### config.mk
export PLATFORM = sky130hd
export DESIGN_NAME = tim_multi_ch
export DESIGN_NICKNAME = d
export VERILOG_FILES = /design/src/rtl/tim_multi_ch.sv
export SDC_FILE = /design/constraint.sdc
export NUM_CORES = 1
export LEC_CHECK = 0
export ABC_AREA = 1
export BUFFER_PORTS_ARGS = -buffer_cell sky130_fd_sc_hd__buf_4
export CORE_UTILIZATION = 37
export CTS_BUF_LIST = sky130_fd_sc_hd__clkbuf_4 sky130_fd_sc_hd__clkbuf_8 sky130_fd_sc_hd__clkbuf_16
export DETAILED_ROUTE_END_ITERATION = 6
export HOLD_SLACK_MARGIN = 0.05
export PLACE_DENSITY = 0.59
export REMOVE_ABC_BUFFERS = 1
export SLEW_MARGIN = 20
export SYNTH_ARGS = -nofsm -noshare
export SYNTH_HDL_FRONTEND = slang
export SYNTH_SLANG_ARGS = --single-unit
### constraint.sdc
create_clock -name pclk -period 2.8 [get_ports pclk]
set_clock_uncertainty 0.2 [all_clocks]
set_input_delay 0.56 -clock pclk [delete_from_list [all_inputs] [get_ports pclk]]
set_output_delay 0.56 -clock pclk [all_outputs]
set_load 0.005 [all_outputs]
### src/rtl/tim_multi_ch.sv
// tim_multi_ch: multi-channel APB timer.
// Each channel is a prescaled down-counter that can run periodic or one-shot.
// On expiry a channel sets a sticky flag, drives a maskable level interrupt and
// emits a one-cycle trigger to the ETB. Channels can also be started and stopped
// by ETB pulses.
module tim_multi_ch #(
  parameter int NUM_CH = 4,
  parameter int CNT_W  = 32,
  parameter int PSC_W  = 8
) (
  input  logic              pclk,
  input  logic              presetn,
  input  logic              psel,
  input  logic              penable,
  input  logic              pwrite,
  input  logic [7:0]        paddr,
  input  logic [31:0]       pwdata,
  output logic [31:0]       prdata,
  input  logic [NUM_CH-1:0] etb_trig_en_on,
  input  logic [NUM_CH-1:0] etb_trig_en_off,
  output logic [NUM_CH-1:0] intr,
  output logic [NUM_CH-1:0] etb_trig
);

  logic wr_en;
  logic rd_en;

  logic [NUM_CH-1:0]       en_vec;
  logic [NUM_CH-1:0]       mode_vec;
  logic [NUM_CH-1:0]       imask_vec;
  logic [NUM_CH-1:0]       flag_vec;
  logic [NUM_CH-1:0]       trig_vec;
  logic [NUM_CH*CNT_W-1:0] load_flat;
  logic [NUM_CH*CNT_W-1:0] cnt_flat;
  logic [NUM_CH*PSC_W-1:0] psc_flat;

  // Depending on CNT_W and PSC_W some write-data bits have no destination.
  logic unused_pwdata;

  assign wr_en = psel & penable & pwrite;
  assign rd_en = psel & ~pwrite;
  assign unused_pwdata = ^pwdata;

  for (genvar i = 0; i < NUM_CH; i++) begin : g_ch
    logic [CNT_W-1:0] load;
    logic [CNT_W-1:0] cnt;
    logic [PSC_W-1:0] psc_set;
    logic [PSC_W-1:0] psc_cnt;
    logic             en;
    logic             mode;
    logic             imask;
    logic             flag;
    logic             trig;

    logic ch_sel;
    logic wr_load;
    logic wr_ctrl;
    logic wr_stat;
    logic tick;
    logic expiry;
    logic cmd_valid;
    logic cmd_en;
    logic en_next;

    // Decode this channel's writes, the prescaler tick, expiry and the
    // resolved enable: etb_off beats etb_on beats an APB CTRL write, and any
    // of them overrides the one-shot self-clear.
    always_comb begin
      ch_sel    = (paddr[7:4] == 4'(i));
      wr_load   = wr_en & ch_sel & (paddr[3:0] == 4'h0);
      wr_ctrl   = wr_en & ch_sel & (paddr[3:0] == 4'h8);
      wr_stat   = wr_en & ch_sel & (paddr[3:0] == 4'hC);
      tick      = en & (psc_cnt == psc_set);
      expiry    = tick & (cnt == '0);
      cmd_valid = etb_trig_en_off[i] | etb_trig_en_on[i] | wr_ctrl;
      if (etb_trig_en_off[i]) begin
        cmd_en = 1'b0;
      end else if (etb_trig_en_on[i]) begin
        cmd_en = 1'b1;
      end else begin
        cmd_en = pwdata[0];
      end
      en_next = cmd_valid ? cmd_en : (en & ~(expiry & mode));
    end

    // Channel registers, prescaler and counter. A 0->1 enable reloads; a
    // disable freezes the counter; a tick decrements or, at zero, reloads
    // (periodic, or one-shot that was re-asserted in the same cycle).
    always_ff @(posedge pclk) begin
      if (!presetn) begin
        load    <= '0;
        cnt     <= '0;
        psc_set <= '0;
        psc_cnt <= '0;
        en      <= 1'b0;
        mode    <= 1'b0;
        imask   <= 1'b0;
        flag    <= 1'b0;
        trig    <= 1'b0;
      end else begin
        if (wr_load) begin
          load <= pwdata[CNT_W-1:0];
        end
        if (wr_ctrl) begin
          mode    <= pwdata[1];
          imask   <= pwdata[2];
          psc_set <= pwdata[8 +: PSC_W];
        end
        en   <= en_next;
        trig <= expiry;
        if (expiry) begin
          flag <= 1'b1;
        end else if (wr_stat && pwdata[0]) begin
          flag <= 1'b0;
        end
        if (en_next && !en) begin
          cnt     <= load;
          psc_cnt <= '0;
        end else if (!en_next) begin
          psc_cnt <= '0;
        end else if (tick) begin
          psc_cnt <= '0;
          if (cnt != '0) begin
            cnt <= cnt - CNT_W'(1);
          end else begin
            cnt <= load;
          end
        end else begin
          psc_cnt <= psc_cnt + PSC_W'(1);
        end
      end
    end

    assign en_vec[i]                    = en;
    assign mode_vec[i]                  = mode;
    assign imask_vec[i]                 = imask;
    assign flag_vec[i]                  = flag;
    assign trig_vec[i]                  = trig;
    assign load_flat[i*CNT_W +: CNT_W]  = load;
    assign cnt_flat[i*CNT_W +: CNT_W]   = cnt;
    assign psc_flat[i*PSC_W +: PSC_W]   = psc_set;
  end

  assign etb_trig = trig_vec;
  assign intr     = presetn ? (flag_vec & ~imask_vec) : '0;

  // Combinational read mux; anything unmapped or out of channel range reads 0.
  always_comb begin
    prdata = '0;
    if (rd_en && presetn) begin
      if (paddr == 8'h80) begin
        prdata[NUM_CH-1:0] = intr;
      end else if (paddr == 8'h84) begin
        prdata[NUM_CH-1:0] = flag_vec;
      end else begin
        for (int c = 0; c < NUM_CH; c++) begin
          if (paddr[7:4] == 4'(c)) begin
            case (paddr[3:0])
              4'h0: prdata[CNT_W-1:0] = load_flat[c*CNT_W +: CNT_W];
              4'h4: prdata[CNT_W-1:0] = cnt_flat[c*CNT_W +: CNT_W];
              4'h8: begin
                prdata[0]          = en_vec[c];
                prdata[1]          = mode_vec[c];
                prdata[2]          = imask_vec[c];
                prdata[8 +: PSC_W] = psc_flat[c*PSC_W +: PSC_W];
              end
              4'hC: prdata[0] = flag_vec[c];
              default: prdata = '0;
            endcase
          end
        end
      end
    end
  end

endmodule

==> metrics.csv <==
metric,value,unit
routed len/inst,19.5,um
io pins,93,
drt first pass iters,6,
initial core utilization,0.375,
root buffer cell,clkbuf_16,
Worst Hold Launch,pwdata[24],
Routed Antenna Nets,0,
Reg area,6810,um^2
predominant post-synthesis flop cell,dfxtp_1,
clock buffer count from CTS,41,
HP Class,primary input to flop,
core area,55200,um^2
clock power share,0.350,
Clock Latency Late Sink,0.59,ns
IO buf count,92,
mapped cell area,20700,um^2
drt initial violations,2555,
Final min period,2.99,ns
Die Span X,239,um
hold_buf cts,0,
Post-Place Cells,4199,
Setup CP Type,primary input to output port,
FF-to-FF Start,g_ch[0].cnt[0],
maximum vdd drop,0.411,mV
sequential share of power,0.315,
Setup WS pre-CTS,-0.373,ns
worst setup path startpoint,paddr[0],
"commonest non-fill, non-tap cells in the layout","nand2_1, nor2_1, dfxtp_1, inv_1, a21oi_1",
"commonest non-fill, non-tap cell in the layout",nand2_1,
Yosys top cell area share,0.329,
CP Launch Type,primary input,
Synth Register Bits,340,
Layout Cells excl Fill,4290,
r2r setup slk,0.21,ns
GPL Wtd Cong,1.00,
vias in the first global route,20720,
share of cells above drive strength 1,0.169,
total track usage,0.290,
Async SR Flop Fraction,0,
Crit path required time,2.04,ns
gr ovfl total,0,
Ys Warns,0,
dpl hpwl,61900,um
CTS tree,built,
setup ws final,-0.187,ns
Critical R2R Capture,g_ch[0].cnt[20],
critical path arrival,2.23,ns
synth top area cells,"dfxtp_1, nand2_1, nor2_1",
largest net degree at the start of global routing,183,
"Clk pin slew, worst setup/hold paths",0.06,ns
Die Ht,239,um
via count,22969,
fin crit share,1.07,
final setup vio count,29,
max cap viols,0,
"Distinct cells, synth",53,
die footprint,56900,um^2
highest clock rate,335,MHz
Yosys top cell by area,dfxtp_1,
Hold EP,g_ch[2].load[24],
sequential element share of the synthesized area,0.329,
Layout Nets,3577,
worst slew pin tran,0.953,ns
run status,"complete, but fails checks",
RSZ-0062 raised after global routing,true,
post-DR vias/cell,5.35,
Total Power,16.3,mW
hold path depth,3,
Static Leak,11.0,nW
Synth Instances,3299,
Pint,10.3,mW
DRC violations left,0,
Synth Area per Inst,6.27,um^2
Setup crit end kind,output port,
max_slew headroom,0.365,
number of fill cells,5701,
placed inst area,23600,um^2
Pwr per Cell Area,625,nW/um^2
row cnt,86,
CP max FO,27,
post-route cell area,26100,um^2
Syn-to-layout area delta,26.3,%
Final Hold Viols,0,
"EDFF count, synth",0,
first-pass GRT wire length,126000,um
R2R cell count,14,
Comb pwr share,0.334,
Max Root-Sink Buffers,3,
ant diodes,0,
initial antenna violation count,0,
CTS H-tree depth,2,
Routed WL,83900,um
Multi-input gate area,12500,um^2
clk sink count,340,
failing checks,negative setup slack,
final slew viol count,0,
Switching Share,0.371,
net switching power,6.06,mW
[cells by family (layout without fill, tap and decap cells)]
| family | count (synthesis) | in the layout | share of synthesized area |
|---|---|---|---|
| XOR/XNOR | 100 | 100 | 0.0423 |
| AO/OA/AOI/OAI | 751 | 751 | 0.201 |
| flip-flops | 340 | 340 | 0.329 |
| buffers and inverters | 525 | 767 | 0.104 |
| AND/OR/NAND/NOR | 1571 | 1572 | 0.317 |
| adder cells (fa/ha/maj) | 12 | 12 | 0.00725 |
[worst max-delay path, stage by stage]
cell and delay, ns:
buf_8 0.10, nor2_4 0.20, nand3_4 0.17, buf_12 0.21, o21ai_1 0.21, o21ai_0 0.11, o211ai_1 0.12, buf_4 0.18
o21ai_0 0.08, a21oi_1 0.15, buf_4 0.13
[state kept, by name, indices dropped and copies added (netlist names)]
| signal | count |
|---|---|
| g_ch.trig | 4 |
| g_ch.en | 4 |
| g_ch.psc_set | 32 |
| g_ch.mode | 4 |
| g_ch.imask | 4 |
| g_ch.load | 128 |
| g_ch.flag | 4 |
| g_ch.cnt | 128 |
| g_ch.psc_cnt | 32 |
[timing repair]
| action | 4_1_cts | 5_1_grt |
|---|---|---|
| gates cloned | 3 | 2 |
| setup buffers | 6 | 9 |
| setup endpoints to repair | 32 | 49 |
| resized for setup | 79 | 127 |
| pin swaps | 7 | 23 |
[power groups by stage]
stage	Combinational, mW	Sequential [mW]	Clock (mW)
2_1_floorplan	3.23	5.20	0
3_3_place_gp	5.16	5.25	0
3_5_place_dp	5.17	5.25	0
4_1_cts	5.23	5.14	5.81
5_1_grt	5.98	5.17	5.98
6_report	5.46	5.15	5.72
[stage by stage]
stage	utilization	hold slack (ns)	setup TNS, ns
after detailed placement	0.428	0.254	-11.90
after floorplan	-	0.238	-150.46
after CTS	0.462	0.0556	-3.08
after global placement	0.428	0.251	-9.23
final	0.474	0.0862	-2.66
after global routing	0.474	0.0803	-4.54
[cells in the mapped netlist, drive strengths merged (3+ instances only)]
library cell,number
nand2,722
buf,70
nor4,4
o2111ai,4
o22ai,83
nand3,139
or2,10
a31oi,3
ha,12
nand4,68
a21oi,317
inv,358
xor2,83
a211oi,20
clkinv,3
xnor2,17
nor3,76
a221oi,18
nand3b,6
nor2,542
o21ai,276
a22o,9
clkbuf,94
o221ai,11
dfxtp,340
[worst max path at each step]
stage	endpoint	depth (start not counted)	slack, ns
floorplan	prdata[17]	9	-1.66
global placement	prdata[8]	11	-0.34
detailed placement	prdata[15]	12	-0.37
CTS	prdata[31]	12	-0.18
global route	prdata[13]	12	-0.25
finish	prdata[13]	11	-0.19
[routing by layer]
layer,track usage,up-vias,wire length (um)
met1,0.426,10553,39000
li1,-,11262,-
met4,0.103,0,3110
met3,0.0460,145,6930
met5,0,-,0
met2,0.423,1009,34800
[final cells by class]
type / instances / area share
Clock buffer: 57 / 0.0462
Clock inverter: 16 / 0.00838
Inverter: 361 / 0.0533
Multi-Input combinational cell: 2435 / 0.477
Sequential cell: 340 / 0.260
Tap cell: 748 / 0.0358
Timing Repair Buffer: 333 / 0.119
Note: power is estimated with default switching activity, not from simulation.
